[config.mk]
export PLATFORM = sky130hd
export DESIGN_NAME = ber_sync_sequencer
export DESIGN_NICKNAME = d
export VERILOG_FILES = /design/src/rtl/ber_sync_sequencer.sv
export SDC_FILE = /design/constraint.sdc
export NUM_CORES = 1
export LEC_CHECK = 0
export CORE_MARGIN = 5
export CORE_UTILIZATION = 60
export CTS_CLUSTER_SIZE = 20
export DETAILED_ROUTE_END_ITERATION = 6
export PLACE_DENSITY = 0.88
export SLEW_MARGIN = 15
export SYNTH_ARGS = -nofsm -noshare
export SYNTH_HDL_FRONTEND = slang
export SYNTH_SLANG_ARGS = --single-unit
[constraint.sdc]
create_clock -name clk -period 7.46 [get_ports clk]
set_clock_uncertainty 0.1 [all_clocks]
set_input_delay 1.119 -clock clk [delete_from_list [all_inputs] [get_ports clk]]
set_output_delay 1.119 -clock clk [all_outputs]
set_load 0.005 [all_outputs]
[src/rtl/ber_sync_sequencer.sv]
// ber_sync_sequencer: sweeps BER-counter latency offsets, then supervises lock in counting mode
//   clk, i_reset (sync, active-low), i_ctrl (symbol strobe), i_en_rx, i_start, i_auto_resync
//   i_accum_err / i_accum_tot : BER counter accumulators (64 bit)
//   o_ber_clear (1-clk counter reset), o_synchro_en, o_prbs_cmp_curr_addr_done, o_ber_counter_en
//   o_state (0 IDLE, 1 CLEAR, 2 SWEEP, 3 LOCKED), o_offset_idx, o_lock_lost (1-clk), o_sync_cnt
module ber_sync_sequencer #(
    parameter int PRBS_MAX_CYCLES = 511,
    parameter int WIN_LEN = 511,
    parameter int CHK_LEN = 4096,
    parameter int THR_SHIFT = 6,
    localparam int OFF_W = (PRBS_MAX_CYCLES > 1) ? $clog2(PRBS_MAX_CYCLES) : 1
) (
    input  logic             clk,
    input  logic             i_reset,
    input  logic             i_ctrl,
    input  logic             i_en_rx,
    input  logic             i_start,
    input  logic             i_auto_resync,
    input  logic [63:0]      i_accum_err,
    input  logic [63:0]      i_accum_tot,
    output logic             o_ber_clear,
    output logic             o_synchro_en,
    output logic             o_prbs_cmp_curr_addr_done,
    output logic             o_ber_counter_en,
    output logic [1:0]       o_state,
    output logic [OFF_W-1:0] o_offset_idx,
    output logic             o_lock_lost,
    output logic [15:0]      o_sync_cnt
);
    localparam int SC_W = $clog2(WIN_LEN + 1);
    localparam int CC_W = (CHK_LEN > 1) ? $clog2(CHK_LEN) : 1;
    localparam logic [63:0] THR = 64'(CHK_LEN >> THR_SHIFT);

    typedef enum logic [1:0] {IDLE, CLEAR, SWEEP, LOCKED} state_t;

    state_t state, state_n;
    logic [SC_W-1:0] sc, sc_n;
    logic [CC_W-1:0] cc, cc_n;
    logic [63:0] err0, err0_n;
    logic [OFF_W-1:0] idx_n;
    logic [15:0] sync_cnt_n;
    logic ber_clear_n, synchro_n, done_n, ber_en_n, lock_lost_n;
    logic last_off, chk_pt, lost;

    assign o_state = state;
    assign last_off = o_prbs_cmp_curr_addr_done && o_offset_idx == OFF_W'(PRBS_MAX_CYCLES - 1);
    assign chk_pt = i_ctrl && cc == CC_W'(CHK_LEN - 1);
    // Modulo subtraction keeps the window delta correct across accumulator wrap.
    assign lost = chk_pt && i_accum_tot >= 64'(CHK_LEN) && (i_accum_err - err0) > THR;

    always_ff @(posedge clk) begin
        if (!i_reset) begin
            state <= IDLE;
            sc <= '0;
            cc <= '0;
            err0 <= '0;
            o_ber_clear <= 1'b0;
            o_synchro_en <= 1'b0;
            o_prbs_cmp_curr_addr_done <= 1'b0;
            o_ber_counter_en <= 1'b0;
            o_offset_idx <= '0;
            o_lock_lost <= 1'b0;
            o_sync_cnt <= '0;
        end else begin
            state <= state_n;
            sc <= sc_n;
            cc <= cc_n;
            err0 <= err0_n;
            o_ber_clear <= ber_clear_n;
            o_synchro_en <= synchro_n;
            o_prbs_cmp_curr_addr_done <= done_n;
            o_ber_counter_en <= ber_en_n;
            o_offset_idx <= idx_n;
            o_lock_lost <= lock_lost_n;
            o_sync_cnt <= sync_cnt_n;
        end
    end

    // Disable beats restart, restart beats any done/check event on the same edge.
    always_comb begin
        state_n = !i_en_rx ? IDLE :
                  i_start ? CLEAR :
                  state == CLEAR ? SWEEP :
                  (state == SWEEP && i_ctrl && last_off) ? LOCKED :
                  (state == LOCKED && lost && i_auto_resync) ? CLEAR : state;
    end

    always_comb begin
        ber_clear_n = state_n == CLEAR;
        lock_lost_n = i_en_rx && !i_start && state == LOCKED && lost;
        synchro_n = o_synchro_en;
        done_n = o_prbs_cmp_curr_addr_done;
        ber_en_n = o_ber_counter_en;
        idx_n = o_offset_idx;
        sc_n = sc;
        cc_n = cc;
        err0_n = err0;
        sync_cnt_n = o_sync_cnt;
        if (state_n == IDLE || state_n == CLEAR) begin
            synchro_n = 1'b0;
            done_n = 1'b0;
            ber_en_n = 1'b0;
            idx_n = '0;
            sc_n = '0;
            cc_n = '0;
        end else if (state == CLEAR) begin
            synchro_n = 1'b1;
        end else if (state == SWEEP && state_n == LOCKED) begin
            synchro_n = 1'b0;
            done_n = 1'b0;
            ber_en_n = 1'b1;
            sc_n = '0;
            cc_n = '0;
            err0_n = i_accum_err;
            sync_cnt_n = (&o_sync_cnt) ? o_sync_cnt : o_sync_cnt + 16'd1;
        end else if (i_ctrl && state == SWEEP) begin
            // done is raised after WIN_LEN strobes and held across exactly one more.
            done_n = !o_prbs_cmp_curr_addr_done && sc == SC_W'(WIN_LEN - 1);
            sc_n = o_prbs_cmp_curr_addr_done ? '0 : sc + 1'b1;
            idx_n = o_prbs_cmp_curr_addr_done ? o_offset_idx + 1'b1 : o_offset_idx;
        end else if (i_ctrl) begin
            cc_n = chk_pt ? '0 : cc + 1'b1;
            err0_n = chk_pt ? i_accum_err : err0;
        end
    end
endmodule

# After elaboration in Yosys (flattened, before gate mapping)
# Cells that the tools add are included.
# op_classes
n_addsub	5
mul	0
div_mod_pow	0
n_lt_le_gt_ge	2
n_eq_ne	9
n_shift	0
n_mux	20
bitwise	5
reduce_logical	29
# ops
op	count
2-to-1 mux 64 bit	4
greater-or-equal comparator 64 x 13 -> 1 bit, second input constant	1
> comparator 64 x 7 -> 1 bit, second input constant	1
subtractor 64 bit	1
2-to-1 mux 12 bit	4
2-to-1 mux 9 bit	3
adder 9 x 1 -> 9 bit, second input constant	2
== test 9 bit, second input constant	2
adder 16 x 1 -> 16 bit, second input constant	1
AND reduction 16 bit	1
logical AND 1 bit	13
adder 12 x 1 -> 12 bit, second input constant	1
== test 12 bit, second input constant	1
2-to-1 mux 2 bit	5
AND reduction 4 bit	2
nonzero test 2 bit	4
== test 2 bit, second input constant	3
inverter 1 bit	5
AND reduction 5 bit	1
== test 2 x 1 -> 1 bit, second input constant	2
2-to-1 mux 1 bit	4
AND reduction 2 bit	2
AND reduction 3 bit	1
zero test 1 bit	2
other kinds (4)	4
# totals
ff_bits	117
latchBits	0
ramBits	0
romBits	0
input_bits	134
out_inout_bits	32
mem_count	0

# Longest topological paths before layout
# depth
depth_word	15
depth_mapped	17

# Least setup slack after synthesis
# Ideal clock, no wire load.
# synth_timing
kind	input to register
startpoint	input port i_accum_err[0]
endpoint	register err0[10]
t_arrival_ns	4.878
t_required_ns	7.288
slack_ns	2.411
cell_stages	17
path_buffers	2
cell_sequence	inv_1 > ha_1 > fa_1 > nand2b_1 > a21oi_1 > o21ai_1 > a311oi_1 > nor2_1 > o41a_1 > nor2_1 > o21ai_0 > or4_1 > o41ai_2 > and3_1 > buf_6 > buf_12 > mux2i_1
# synth_via
elab_chain_cells	14
elab_cells_between_ends	21
cone_classes	1 x add/sub; 1 x order compare; 3 x eq/ne; 6 x mux; 1 x bitwise; 9 x reduce/logical
# synth_lines
item	line_no	text
start: declaration	19	input logic [63:0] i_accum_err,
subtractor 64 bit *	49	assign lost = chk_pt && i_accum_tot >= 64'(CHK_LEN) && (i_accum_err - err0) > THR;
> comparator 64 x 7 -> 1 bit *	49	
logical AND 1 bit *	49	
logical AND 1 bit * (2 in a row)	85	(state == LOCKED && lost && i_auto_resync) ? CLEAR : state;
2-to-1 mux 2 bit *	85	
2-to-1 mux 2 bit *	84	(state == SWEEP && i_ctrl && last_off) ? LOCKED :
2-to-1 mux 2 bit *	83	state == CLEAR ? SWEEP :
2-to-1 mux 2 bit *	82	i_start ? CLEAR :
2-to-1 mux 2 bit *	81	state_n = !i_en_rx ? IDLE :
== test 2 bit, or another cell as far along	108	end else if (state == SWEEP && state_n == LOCKED) begin
logical AND 1 bit / logical OR 1 bit (equally long branches)	108, 99	
inequality test 2 x 1 -> 1 bit (no line), or another cell as far along	n/a	
AND reduction 5 bit (no line)	n/a	
end signal: assignment	68	err0 <= err0_n;
end: declaration	39	logic [63:0] err0, err0_n;
# Mark *: on every way between the ends. The rest lies on a longest branch, timed or not.
# A chain may end at the register's enable or synchronous reset.

# Final worst setup path
# layout_timing
startpoint	input port i_accum_err[0]
endpoint	register err0[24]
# The elaborated chain is that of the path after synthesis.

==> impl_results.md <==
* Post-CTS setup buffer count at 0
* Sw frac at 30.24%
* Post-CTS Hold Fix Bufs at 0
* Worst-path clk slew at 60 ps
* Fin cells at 1804
* Synth warn at 0
* H-tree Lvls at 4
* CP Max Fanout at 64
* Hold Path Class: register to register
* HP Start: o_ber_counter_en$_SDFFE_PP0P_
* Syn Area/Cell at 7.198 sq um
* GRT Overall Usage at 30.04%
* Detailed Place HPWL at 23960 microns
* Drt drc at 0
* Fin area at 12520 sq um
* Initial core utilization at 61.10%
* Number of synthesized register bits at 117
* Post-synth EDFFs at 0
* Worst-Margin Slew at 1046 ps
* Post-DR vias/cell at 6.271
* Sequential share of power at 33.0%
* Reg2Reg Depth at 15
* RSZ-0062 raised after global routing: false
* Final min period at 6408 ps
* Top_reg_cell synth: dfxtp_1
* MaxCap Viol Count at 0
* Global route total overflow at 0
* Hold Vio Cnt, Final at 0
* Final core occ at 72.66%
* Initial antenna violation count at 0
* Total iterations of the first detailed-routing run at 6
* FP Rows at 48
* TritonCTS buffer count at 17
* Worst Path Required at 7710 ps
* Combinational power share at 20.4%
* Most common cell after layout, fill and taps aside: nand2_1
* Total leakage power at 4.353 nW
* Post-Synthesis Net Count at 1667
* First-pass GRT wire length at 50700 microns
* Diode count at 0
* Antenna-violating nets left at 0
* Crit path arrival time at 6660 ps
* Synthesized cell area at 10530 sq um
* Io pins at 166
* Routability Congestion at 0.9992
* Routed len/inst at 17.29 microns
* TNS Setup at 0 ps
* Crit path capture type: register
* Area after DPL at 11900 sq um
* # nets final at 1770
* Die area at 20300 sq um
* Root Buffer: clkbuf_16
* Seq/Total Area, Yosys at 22.24%
* Vias in the first global route at 10.75k
* Peak VDD IR at 175.8 uV
* Critical path launch point type: primary input
* Netlist cell types at 74
* Placed cells at 1772
* Die Ht at 142.5 microns
* P&R area growth vs syn at 18.93%
* Reg-to-Reg End: err0[24]$_SDFFE_PN0P_
* Cells after Synth at 1463
* Hold Crit Depth at 2
* WHS Endpoint: o_ber_counter_en$_SDFFE_PP0P_
* Clk pwr share at 46.6%
* FFs w/ async S/R, synth at 0%
* Final cycle utilization of the critical path at 85.90%
* Setup CP Type: primary input to register
* Worst-Skew Late Latency at 430 ps
* Routed wire length at 31190 microns
* P_sw at 0.5736 mW
* Die Width at 142.5 microns
* Clock tree buffer depth at 2
* Total number of vias at 11.31k
* Pwr Total at 1.897 mW
* Final setup vio count at 0
* Port bufs at 153
* DR iter-0 viols at 1121
* Commonest non-fill, non-tap cells in the layout: 258 x nand2_1, 152 x clkdlybuf4s50_1, 117 x nor2_1, 117 x dfxtp_1, 114 x a21oi_1
* Relative slew margins at 29.77%
* Largest net degree at the start of global routing at 134
* Status: completed
* Pint at 1.323 mW
* Share of cells above drive strength 1 at 3.737%
* R2R setup slack at 1970 ps
* FF-to-FF Start: err0[0]$_SDFFE_PN0P_
* Fmax at 0.1561 GHz
* Core ar. at 17240 sq um
* Pwr Density at 151.4 nW/um^2
* Post-cts sizing count at 0
* Final max-slew violation count at 0
* CTS tree: done
* Clock Sinks at 117
## sequential cells by signal, summed over array words and instances (netlist names)
signal and cells:
cc 12, err0 64, o_ber_clear 1, o_ber_counter_en 1
o_lock_lost 1, o_offset_idx 9, o_prbs_cmp_curr_addr_done 1, o_state 2
o_sync_cnt 16, o_synchro_en 1, sc 9
## layout make-up
| type | count | area, sq um |
|---|---|---|
| Multi-Input combinational cell | 1182 | 7362 |
| Timing Repair Buffer | 158 | 1583 |
| Inverter | 90 | 337.8 |
| Clock buffer | 17 | 425.4 |
| Sequential cell | 117 | 2342 |
| Clock inverter | 15 | 192.7 |
| Tap cell | 225 | 281.5 |
| Fill cell | 1387 | 4712 |
## power groups by stage
stage | combinational [mW] | sequential, mW | clock [mW]
finish | 0.387 | 0.626 | 0.884
global route | 0.418 | 0.626 | 0.918
CTS | 0.378 | 0.626 | 0.890
detailed placement | 0.375 | 0.640 | 0
global placement | 0.370 | 0.640 | 0
floorplan | 0.236 | 0.640 | 0
## worst max-delay path by stage
stage,cells past startpoint,slack [ps],endpoint,startpoint
floorplan,17,2410,err0[10]$_SDFFE_PN0P_,i_accum_err[0]
global placement,17,900,err0[28]$_SDFFE_PN0P_,i_accum_err[0]
detailed placement,17,780,err0[24]$_SDFFE_PN0P_,i_accum_err[0]
CTS,17,1230,err0[17]$_SDFFE_PN0P_,i_accum_err[0]
global route,17,870,err0[46]$_SDFFE_PN0P_,i_accum_err[0]
finish,17,1050,err0[24]$_SDFFE_PN0P_,i_accum_err[0]
## synth_stat cells, drive strengths merged (10+ instances only)
master | instances | share of area, %
dfxtp | 117 | 22
o21ai | 71 | 3.4
xor2 | 39 | 3.2
nor3 | 40 | 1.9
o211ai | 10 | 0.71
nand2 | 258 | 9.2
or3 | 10 | 0.61
nand3 | 47 | 2.2
buf | 29 | 2.5
dlygate4sd1 | 13 | 1.1
and3 | 11 | 0.65
o21a | 12 | 0.86
a31oi | 12 | 0.71
xnor2 | 29 | 2.4
a21oi | 117 | 5.7
nor4 | 29 | 1.7
mux2i | 72 | 6.8
inv | 90 | 3.2
nand4 | 56 | 3.3
o21bai | 12 | 0.86
clkbuf | 32 | 1.1
a211oi | 11 | 0.78
ha | 69 | 8.2
a21o | 26 | 1.9
nor2 | 117 | 4.2
## worst max-delay path, cell delays in order
cell and delay [ps]:
clkdlybuf4s50_1 480, inv_1 50, ha_1 220, fa_1 410
nand2b_1 200, a21oi_1 300, o21ai_1 160, a311oi_1 880
or2_2 290, a21oi_1 80, o311ai_0 550, nor4bb_1 400
nand4_1 160, o41ai_2 380, and3_4 270, buf_12 380
mux2i_1 260
## routing by layer
layer  track usage, %  wire [microns]
met1            36.97           12740
met2            50.89           14650
met3            7.090            2766
met4            11.51            1033
met5                0               0
## through the flow
step	hold slack, ps	setup slack (ps)
after CTS	360.1	1233
final	353.7	1052
after global routing	378.2	866.4
after detailed placement	345.6	784.1
after global placement	339.2	902.0
after floorplan	334.7	2411
## logic make-up (layout without fill, tap and decap cells)
| family | count (synthesis) | after routing | synth area share [%] |
|---|---|---|---|
| and+or+nand+nor | 626 | 626 | 27.98 |
| AOI/OAI and AO/OA | 342 | 342 | 20.57 |
| buffers and inverters | 164 | 280 | 7.901 |
| DFF | 117 | 117 | 22.24 |
| muxes | 76 | 76 | 7.271 |
| adders and majority gates | 70 | 70 | 8.388 |
| xor gates and xnor gates | 68 | 68 | 5.655 |
(Power assumes the default switching activity.)
